**config.mk**
```make
export PLATFORM = sky130hd
export DESIGN_NAME = pixel_diff_acc_ci
export DESIGN_NICKNAME = d
export VERILOG_FILES = /design/src/rtl/pixel_diff_acc_pkg.sv /design/src/rtl/pixel_diff_acc_ci_lane.sv /design/src/rtl/pixel_diff_acc_ci.sv
export SDC_FILE = /design/constraint.sdc
export NUM_CORES = 1
export LEC_CHECK = 0
export ABC_CLOCK_PERIOD_IN_PS = 10400
export BUFFER_PORTS_ARGS = -buffer_cell sky130_fd_sc_hd__buf_2
export CORE_UTILIZATION = 25
export CTS_CLUSTER_SIZE = 40
export DETAILED_ROUTE_END_ITERATION = 7
export SYNTH_ARGS = -nofsm -noshare
export SYNTH_HDL_FRONTEND = slang
export SYNTH_SLANG_ARGS = --single-unit
```
**constraint.sdc**
```tcl
create_clock -name clock -period 10.4 [get_ports clock]
set_clock_uncertainty 0.1 [all_clocks]
set_input_delay 2.6 -clock clock [delete_from_list [all_inputs] [get_ports clock]]
set_output_delay 2.6 -clock clock [all_outputs]
set_load 0.01 [all_outputs]
```
**src/rtl/pixel_diff_acc_pkg.sv**
```systemverilog
// pixel_diff_acc_pkg: shared FSM states, control opcodes and result field offsets
//   for the pixel_diff_acc_ci custom instruction.
package pixel_diff_acc_pkg;

    typedef enum logic [1:0] {
        IDLE,
        CMP_S1,
        CMP_DONE,
        CTRL_DONE
    } state_e;

    localparam logic [1:0] OP_READ_ACC  = 2'd0;
    localparam logic [1:0] OP_CLEAR_ACC = 2'd1;
    localparam logic [1:0] OP_SET_THR   = 2'd2;
    localparam logic [1:0] OP_STATUS    = 2'd3;

    localparam int COUNT_LSB = 0;
    localparam int MASK_LSB  = 8;
    localparam int LANES_LSB = 16;
    localparam int SAT_BIT   = 31;

endpackage

```
**src/rtl/pixel_diff_acc_ci_lane.sv**
```systemverilog
// pixel_lane_cmp: one pixel lane, flags |a-b| > thr (unsigned, strict).
//   a, b : pixel values
//   thr  : absolute-difference threshold
//   hit  : 1 when the lane differs by more than thr
module pixel_lane_cmp #(
    parameter int PIXEL_BITS = 8
) (
    input  logic [PIXEL_BITS-1:0] a,
    input  logic [PIXEL_BITS-1:0] b,
    input  logic [PIXEL_BITS-1:0] thr,
    output logic                  hit
);

    logic [PIXEL_BITS:0] diff;

    always_comb begin
        diff = (a > b) ? ({1'b0, a} - {1'b0, b}) : ({1'b0, b} - {1'b0, a});
        hit  = diff > {1'b0, thr};
    end

endmodule

```
**src/rtl/pixel_diff_acc_ci.sv**
```systemverilog
// pixel_diff_acc_ci: pipelined pixel-difference CI with threshold and saturating total.
//   clock, nReset      : clock, asynchronous active-low reset
//   start, ciN         : CI strobe and selector (customId = compare, customId+1 = control)
//   valueA, valueB     : pixel operands, or control opcode (valueA[1:0]) and data (valueB)
//   done, result       : one-cycle completion pulse and result (zero while done is low)
module pixel_diff_acc_ci
    import pixel_diff_acc_pkg::*;
#(
    parameter logic [7:0] customId   = 8'h00,
    parameter int         PIXEL_BITS = 8,
    parameter int         ACC_BITS   = 24
) (
    input  logic        clock,
    input  logic        nReset,
    input  logic        start,
    input  logic [7:0]  ciN,
    input  logic [31:0] valueA,
    input  logic [31:0] valueB,
    output logic        done,
    output logic [31:0] result
);

    localparam int LANES = 32 / PIXEL_BITS;

    state_e                state_q, state_d;
    logic [31:0]           a_q, a_d, b_q, b_d;
    logic [ACC_BITS-1:0]   acc_q, acc_d;
    logic                  sat_q, sat_d;
    logic [PIXEL_BITS-1:0] thr_q, thr_d;
    logic                  done_q, done_d;
    logic [31:0]           result_q, result_d;

    logic [LANES-1:0]      hits;
    logic [7:0]            cnt;
    logic [ACC_BITS:0]     sum;
    logic [7:0]            ctrl_id;

    // lane 0 sits in the most significant bits of each operand
    for (genvar i = 0; i < LANES; i++) begin : g_lane
        pixel_lane_cmp #(.PIXEL_BITS(PIXEL_BITS)) u_cmp (
            .a   (a_q[31-i*PIXEL_BITS -: PIXEL_BITS]),
            .b   (b_q[31-i*PIXEL_BITS -: PIXEL_BITS]),
            .thr (thr_q),
            .hit (hits[i])
        );
    end

    always_comb begin
        cnt = '0;
        for (int i = 0; i < LANES; i++) cnt = cnt + 8'(hits[i]);
    end

    // the hit count of the finishing compare is still held in result_q
    assign sum     = {1'b0, acc_q} + {{(ACC_BITS-7){1'b0}}, result_q[COUNT_LSB +: 8]};
    assign ctrl_id = customId + 8'd1;

    always_comb begin
        state_d  = state_q;
        a_d      = a_q;
        b_d      = b_q;
        acc_d    = acc_q;
        sat_d    = sat_q;
        thr_d    = thr_q;
        done_d   = 1'b0;
        result_d = '0;
        unique case (state_q)
            IDLE: begin
                if (start && ciN == customId) begin
                    a_d     = valueA;
                    b_d     = valueB;
                    state_d = CMP_S1;
                end else if (start && ciN == ctrl_id) begin
                    done_d  = 1'b1;
                    state_d = CTRL_DONE;
                    unique case (valueA[1:0])
                        OP_READ_ACC:  result_d = 32'(acc_q);
                        OP_CLEAR_ACC: begin
                            result_d = 32'(acc_q);
                            acc_d    = '0;
                            sat_d    = 1'b0;
                        end
                        OP_SET_THR: begin
                            result_d = 32'(thr_q);
                            thr_d    = valueB[PIXEL_BITS-1:0];
                        end
                        default: result_d = (32'(sat_q) << SAT_BIT) | (32'(LANES) << LANES_LSB) | 32'(PIXEL_BITS);
                    endcase
                end
            end
            CMP_S1: begin
                result_d[COUNT_LSB +: 8]    = cnt;
                result_d[MASK_LSB +: LANES] = hits;
                done_d                      = 1'b1;
                state_d                     = CMP_DONE;
            end
            CMP_DONE: begin
                acc_d   = sum[ACC_BITS] ? '1 : sum[ACC_BITS-1:0];
                sat_d   = sat_q | sum[ACC_BITS];
                state_d = IDLE;
            end
            default: state_d = IDLE;
        endcase
    end

    always_ff @(posedge clock or negedge nReset) begin
        if (!nReset) begin
            state_q  <= IDLE;
            a_q      <= '0;
            b_q      <= '0;
            acc_q    <= '0;
            sat_q    <= 1'b0;
            thr_q    <= '0;
            done_q   <= 1'b0;
            result_q <= '0;
        end else begin
            state_q  <= state_d;
            a_q      <= a_d;
            b_q      <= b_d;
            acc_q    <= acc_d;
            sat_q    <= sat_d;
            thr_q    <= thr_d;
            done_q   <= done_d;
            result_q <= result_d;
        end
    end

    assign done   = done_q;
    assign result = result_q;

endmodule
```
==> metrics list <==
- Outcome: completed
- Measured against the total synthesized area, the mux share comes to 0.0278.
- Shortest clock period the worst path allows after layout: 5340 ps
- Ranking of synthesized cells by area: sky130_fd_sc_hd__dfrtp_1 (35%), sky130_fd_sc_hd__ha_1 (15%), sky130_fd_sc_hd__o21ai_0 (5.5%)
- In this run the register-to-register setup slack is 5060 ps.
- Setup repair after global routing left no endpoint under its margin.
- Total number of H-tree levels: 4
- Post-detailed-route count of antenna-violating nets: 0
* Setup-failing EPs final: 0
* Wire length of the first global-routing pass: 36500 um
- Cells resized by post-CTS repair: 0
* Synthesized-area fraction occupied by xor and xnor cells: 0.0277
- In the layout the commonest cells are sky130_fd_sc_hd__dfrtp_1 (125), sky130_fd_sc_hd__ha_1 (106), sky130_fd_sc_hd__inv_1 (105), sky130_fd_sc_hd__nand2_1 (104), sky130_fd_sc_hd__buf_2 (99).
* Gate power share: 0.344
- Starting density of the core: 0.255
- Synth Flop Type: sky130_fd_sc_hd__dfrtp_1
- For the pin with the worst max-slew slack, the measured transition is 988 ps.
- Initial antenna violation count: 0
- Synth area leader: sky130_fd_sc_hd__dfrtp_1
- The setup path with the least slack is of type reg -> reg.
- The detailed router finished its first iteration with 412 violations.
* Sequential area share after synthesis: 0.353
- Area share of fa/ha/maj cells after synthesis: 0.172
* Synth Cell Area: 8870 um2
* Clock insertion delay at the later pin of the skew report: 420 ps
* Clock buffers created by TritonCTS: 17
- The area growth from synthesis to layout is 17.8%.
* Achievable Freq: 187 MHz
- Classification of the worst-slack hold path: reg -> reg
* Horizontal die dimension: 190 um
* Net switching power: 0.000603 W
* Number of placement rows: 68
- In this run the worst path has a maximum fanout of 12.
- Share of total power in sequential cells: 0.291
* IO Port Bufs: 100
- Overall power consumption after layout is estimated at 0.00186 W.
* Yosys warns: 0
- Startpoint of the worst hold path: thr_q[2]
* Worst setup slack before clock tree synthesis: 5140 ps
- DIE AREA: 36200 um2
- Entering global routing, the biggest net connects 85 pins.
* Overall via count from detail_route: 7274
- Clock-pin transition on the worst setup and hold timing paths: 60 ps
* Number of I/O pins: 108
* Total global-route track usage: 0.128
* Critical R2R Capture: result[1]
* Die Height: 190 um
- Number of distinct library cells after synthesis: 71
- Cell depth of the worst flop-to-flop path: 19
- In this run the critical register-to-register path is launched from a_q[25].
* Via count of the first global-routing pass: 7211
- Combinational family with the most area after synthesis: compound AO/OA/AOI/OAI gates
- Buffer count from post-CTS setup fixing: 0
- A synthesized cell averages 8.95 um2.
- The number of max-slew violations in the final report came to 0.
- DRC violations left: 0
* Critical Path Sink Type: register
- Area share of the leading cell type in the synthesized netlist: 0.353
- Count of nets after finishing: 1267
* Fraction of registers with async set or reset after synthesis: 1.00
- Startpoint type of the worst setup path: register
- Across the run, the number of max-cap violations was 0.
* Fraction of final layout cells with drive strength greater than 1: 0.152
- VDD IR-drop max: 0.138 mV
- The clock passes through at most 2 buffers.
- CP Data Arrival Time: 5540 ps
* Core footprint: 34700 um2
- Once detailed placement completed, the half-perimeter wirelength came to 16600 um.
* CTS tree: yes
- Req. time, crit path: 10600 ps
* Worst rel slew slack: 0.341
- Total of hold buffers inserted after clock tree synthesis: 0
* Number of enable flip-flop cells after synthesis: 0
- Setup TNS: 0 ps
* Aggregate routed wire length: 22200 um
- Leak Pwr: 5.03 nW
- At the end of the flow the core is filled with cells to 0.301.
- Leaving out fill and tap cells, the most frequent cell in the layout is sky130_fd_sc_hd__dfrtp_1.
- The number of hold violations in the final report came to 0.
- The path with the worst hold slack has its endpoint at result[2].
* Ant diodes: 0
* Share of synthesized cell area in and, or, nand and nor gates: 0.151
- Vias per cell: 4.71
* Clock network fraction of design power: 0.365
* Cell count after synthesis: 991
- Routed WL per cell: 14.4 um
- Final Wtd Congestion: 0.820
- Cell internal power was estimated by the tool at 0.00125 W.
- Overall overflow remaining after global route: 0
- Cell Pwr Density: 178 nW/um2
- The worst hold path was traced through 2 stages.
- Of the total power, the share spent switching nets is 0.325.
* Total placed instance area: 9780 um2
* Detailed-routing iteration count for the pre-antenna-repair pass: 5
- The layout has 3723 filler cells.
- Compound-gate portion of the synthesized area: 0.198
- In this run the clock root is driven by a sky130_fd_sc_hd__clkbuf_16.
- Setup slack closes at 5060 ps.
* Synth Register Bits: 125
- The clock net in this run drives a total of 125 sinks.
- Finished Cell Area: 10400 um2
- In the finished design, the share of the clock period the worst path needs comes to 0.514.
[cell type report]
cell class | instances | area (um2) | area share
multi-input cells | 722 | 5140 | 0.493
clock buffers | 22 | 484 | 0.0464
well taps | 455 | 569 | 0.0545
repair buffers | 105 | 541 | 0.0518
inverters | 105 | 394 | 0.0377
flip-flops and latches | 125 | 3130 | 0.300
clock inverters | 10 | 184 | 0.0176
[flip-flops by register name, indices dropped and copies added (netlist names)]
register	cells
thr_q	8
result	25
state_q	2
b_q	32
sat_q	1
acc_q	24
a_q	32
done	1
[layer usage]
layer	vias to the layer above	part of all wire	global-route usage
li1	3601	-	-
met1	3454	0.47	0.164
met2	188	0.46	0.208
met3	31	0.049	0.0291
met4	0	0.022	0.0471
met5	-	0	0
[kinds of logic (layout without fill, tap and decap cells)]
| kind of cell | count (synthesis) | count (layout) |
|---|---|---|
| simple gates | 262 | 262 |
| fa+ha+maj | 116 | 116 |
| other cells | 1 | 7 |
| flops | 125 | 125 |
| compound gates | 285 | 285 |
| mux | 24 | 24 |
| xor+xnor | 28 | 28 |
| buf+inv | 150 | 242 |
[cell usage after synthesis (5+ instances only)]
cell type and instances:
sky130_fd_sc_hd__a21oi_1 65, sky130_fd_sc_hd__buf_2 10, sky130_fd_sc_hd__xor2_1 10, sky130_fd_sc_hd__mux2i_1 19, sky130_fd_sc_hd__o21ai_0 98, sky130_fd_sc_hd__a21o_1 15, sky130_fd_sc_hd__clkbuf_1 22, sky130_fd_sc_hd__nor2_1 34
sky130_fd_sc_hd__buf_4 10, sky130_fd_sc_hd__nand2_1 104, sky130_fd_sc_hd__nand4_1 14, sky130_fd_sc_hd__a31oi_1 13, sky130_fd_sc_hd__and3_1 7, sky130_fd_sc_hd__ha_1 106, sky130_fd_sc_hd__inv_1 105, sky130_fd_sc_hd__o21a_1 14
sky130_fd_sc_hd__xnor2_1 18, sky130_fd_sc_hd__o21bai_1 5, sky130_fd_sc_hd__or2_2 6, sky130_fd_sc_hd__o211ai_1 9, sky130_fd_sc_hd__dfrtp_1 125, sky130_fd_sc_hd__o31a_1 5, sky130_fd_sc_hd__nand2b_1 8, sky130_fd_sc_hd__nor3_1 13
sky130_fd_sc_hd__nand3_1 17, sky130_fd_sc_hd__nor2b_1 15, sky130_fd_sc_hd__a22o_1 10, sky130_fd_sc_hd__o21ai_1 13, sky130_fd_sc_hd__fa_1 10, sky130_fd_sc_hd__and2_1 14
[worst max-delay path by stage]
stage	from	endpoint	slack [ps]	cells past startpoint
floorplan	a_q[25]	result[1]	5810	20
detailed placement	a_q[25]	result[1]	5140	19
CTS	a_q[25]	result[1]	5090	19
global route	a_q[25]	result[1]	4620	19
finish	a_q[25]	result[1]	5060	19
global placement	a_q[25]	result[1]	5240	19
[critical path: stages, from the launching register on]
cell and delay, ps:
sky130_fd_sc_hd__dfrtp_1 400, sky130_fd_sc_hd__inv_1 110, sky130_fd_sc_hd__ha_1 310, sky130_fd_sc_hd__nor2b_1 200, sky130_fd_sc_hd__o31a_1 160, sky130_fd_sc_hd__o21ai_1 80
sky130_fd_sc_hd__o22ai_1 750, sky130_fd_sc_hd__mux2i_1 350, sky130_fd_sc_hd__xor2_1 170, sky130_fd_sc_hd__ha_1 260, sky130_fd_sc_hd__nand4_1 120, sky130_fd_sc_hd__nor2_1 60
sky130_fd_sc_hd__a2111oi_0 370, sky130_fd_sc_hd__a21oi_1 120, sky130_fd_sc_hd__a211o_1 310, sky130_fd_sc_hd__fa_1 490, sky130_fd_sc_hd__ha_1 190, sky130_fd_sc_hd__ha_1 260
sky130_fd_sc_hd__a222oi_1 310, sky130_fd_sc_hd__inv_1 80
[metrics by stage]
step	hold slack, ps	std cells
final	384	1544
after global routing	416	1544
after CTS	385	1544
after detailed placement	371	1512
after global placement	374	1512
after floorplan	354	997
[power groups by stage]
| stage | sequential, W | combinational, W | clock, W |
|---|---|---|---|
| 2_1_floorplan | 0.000542 | 0.000497 | 0 |
| 3_3_place_gp | 0.000547 | 0.000626 | 0 |
| 3_5_place_dp | 0.000549 | 0.000636 | 0 |
| 4_1_cts | 0.000540 | 0.000642 | 0.000693 |
| 5_1_grt | 0.000545 | 0.000726 | 0.000717 |
| 6_report | 0.000540 | 0.000639 | 0.000678 |
Power figures use the tool's default switching activity.
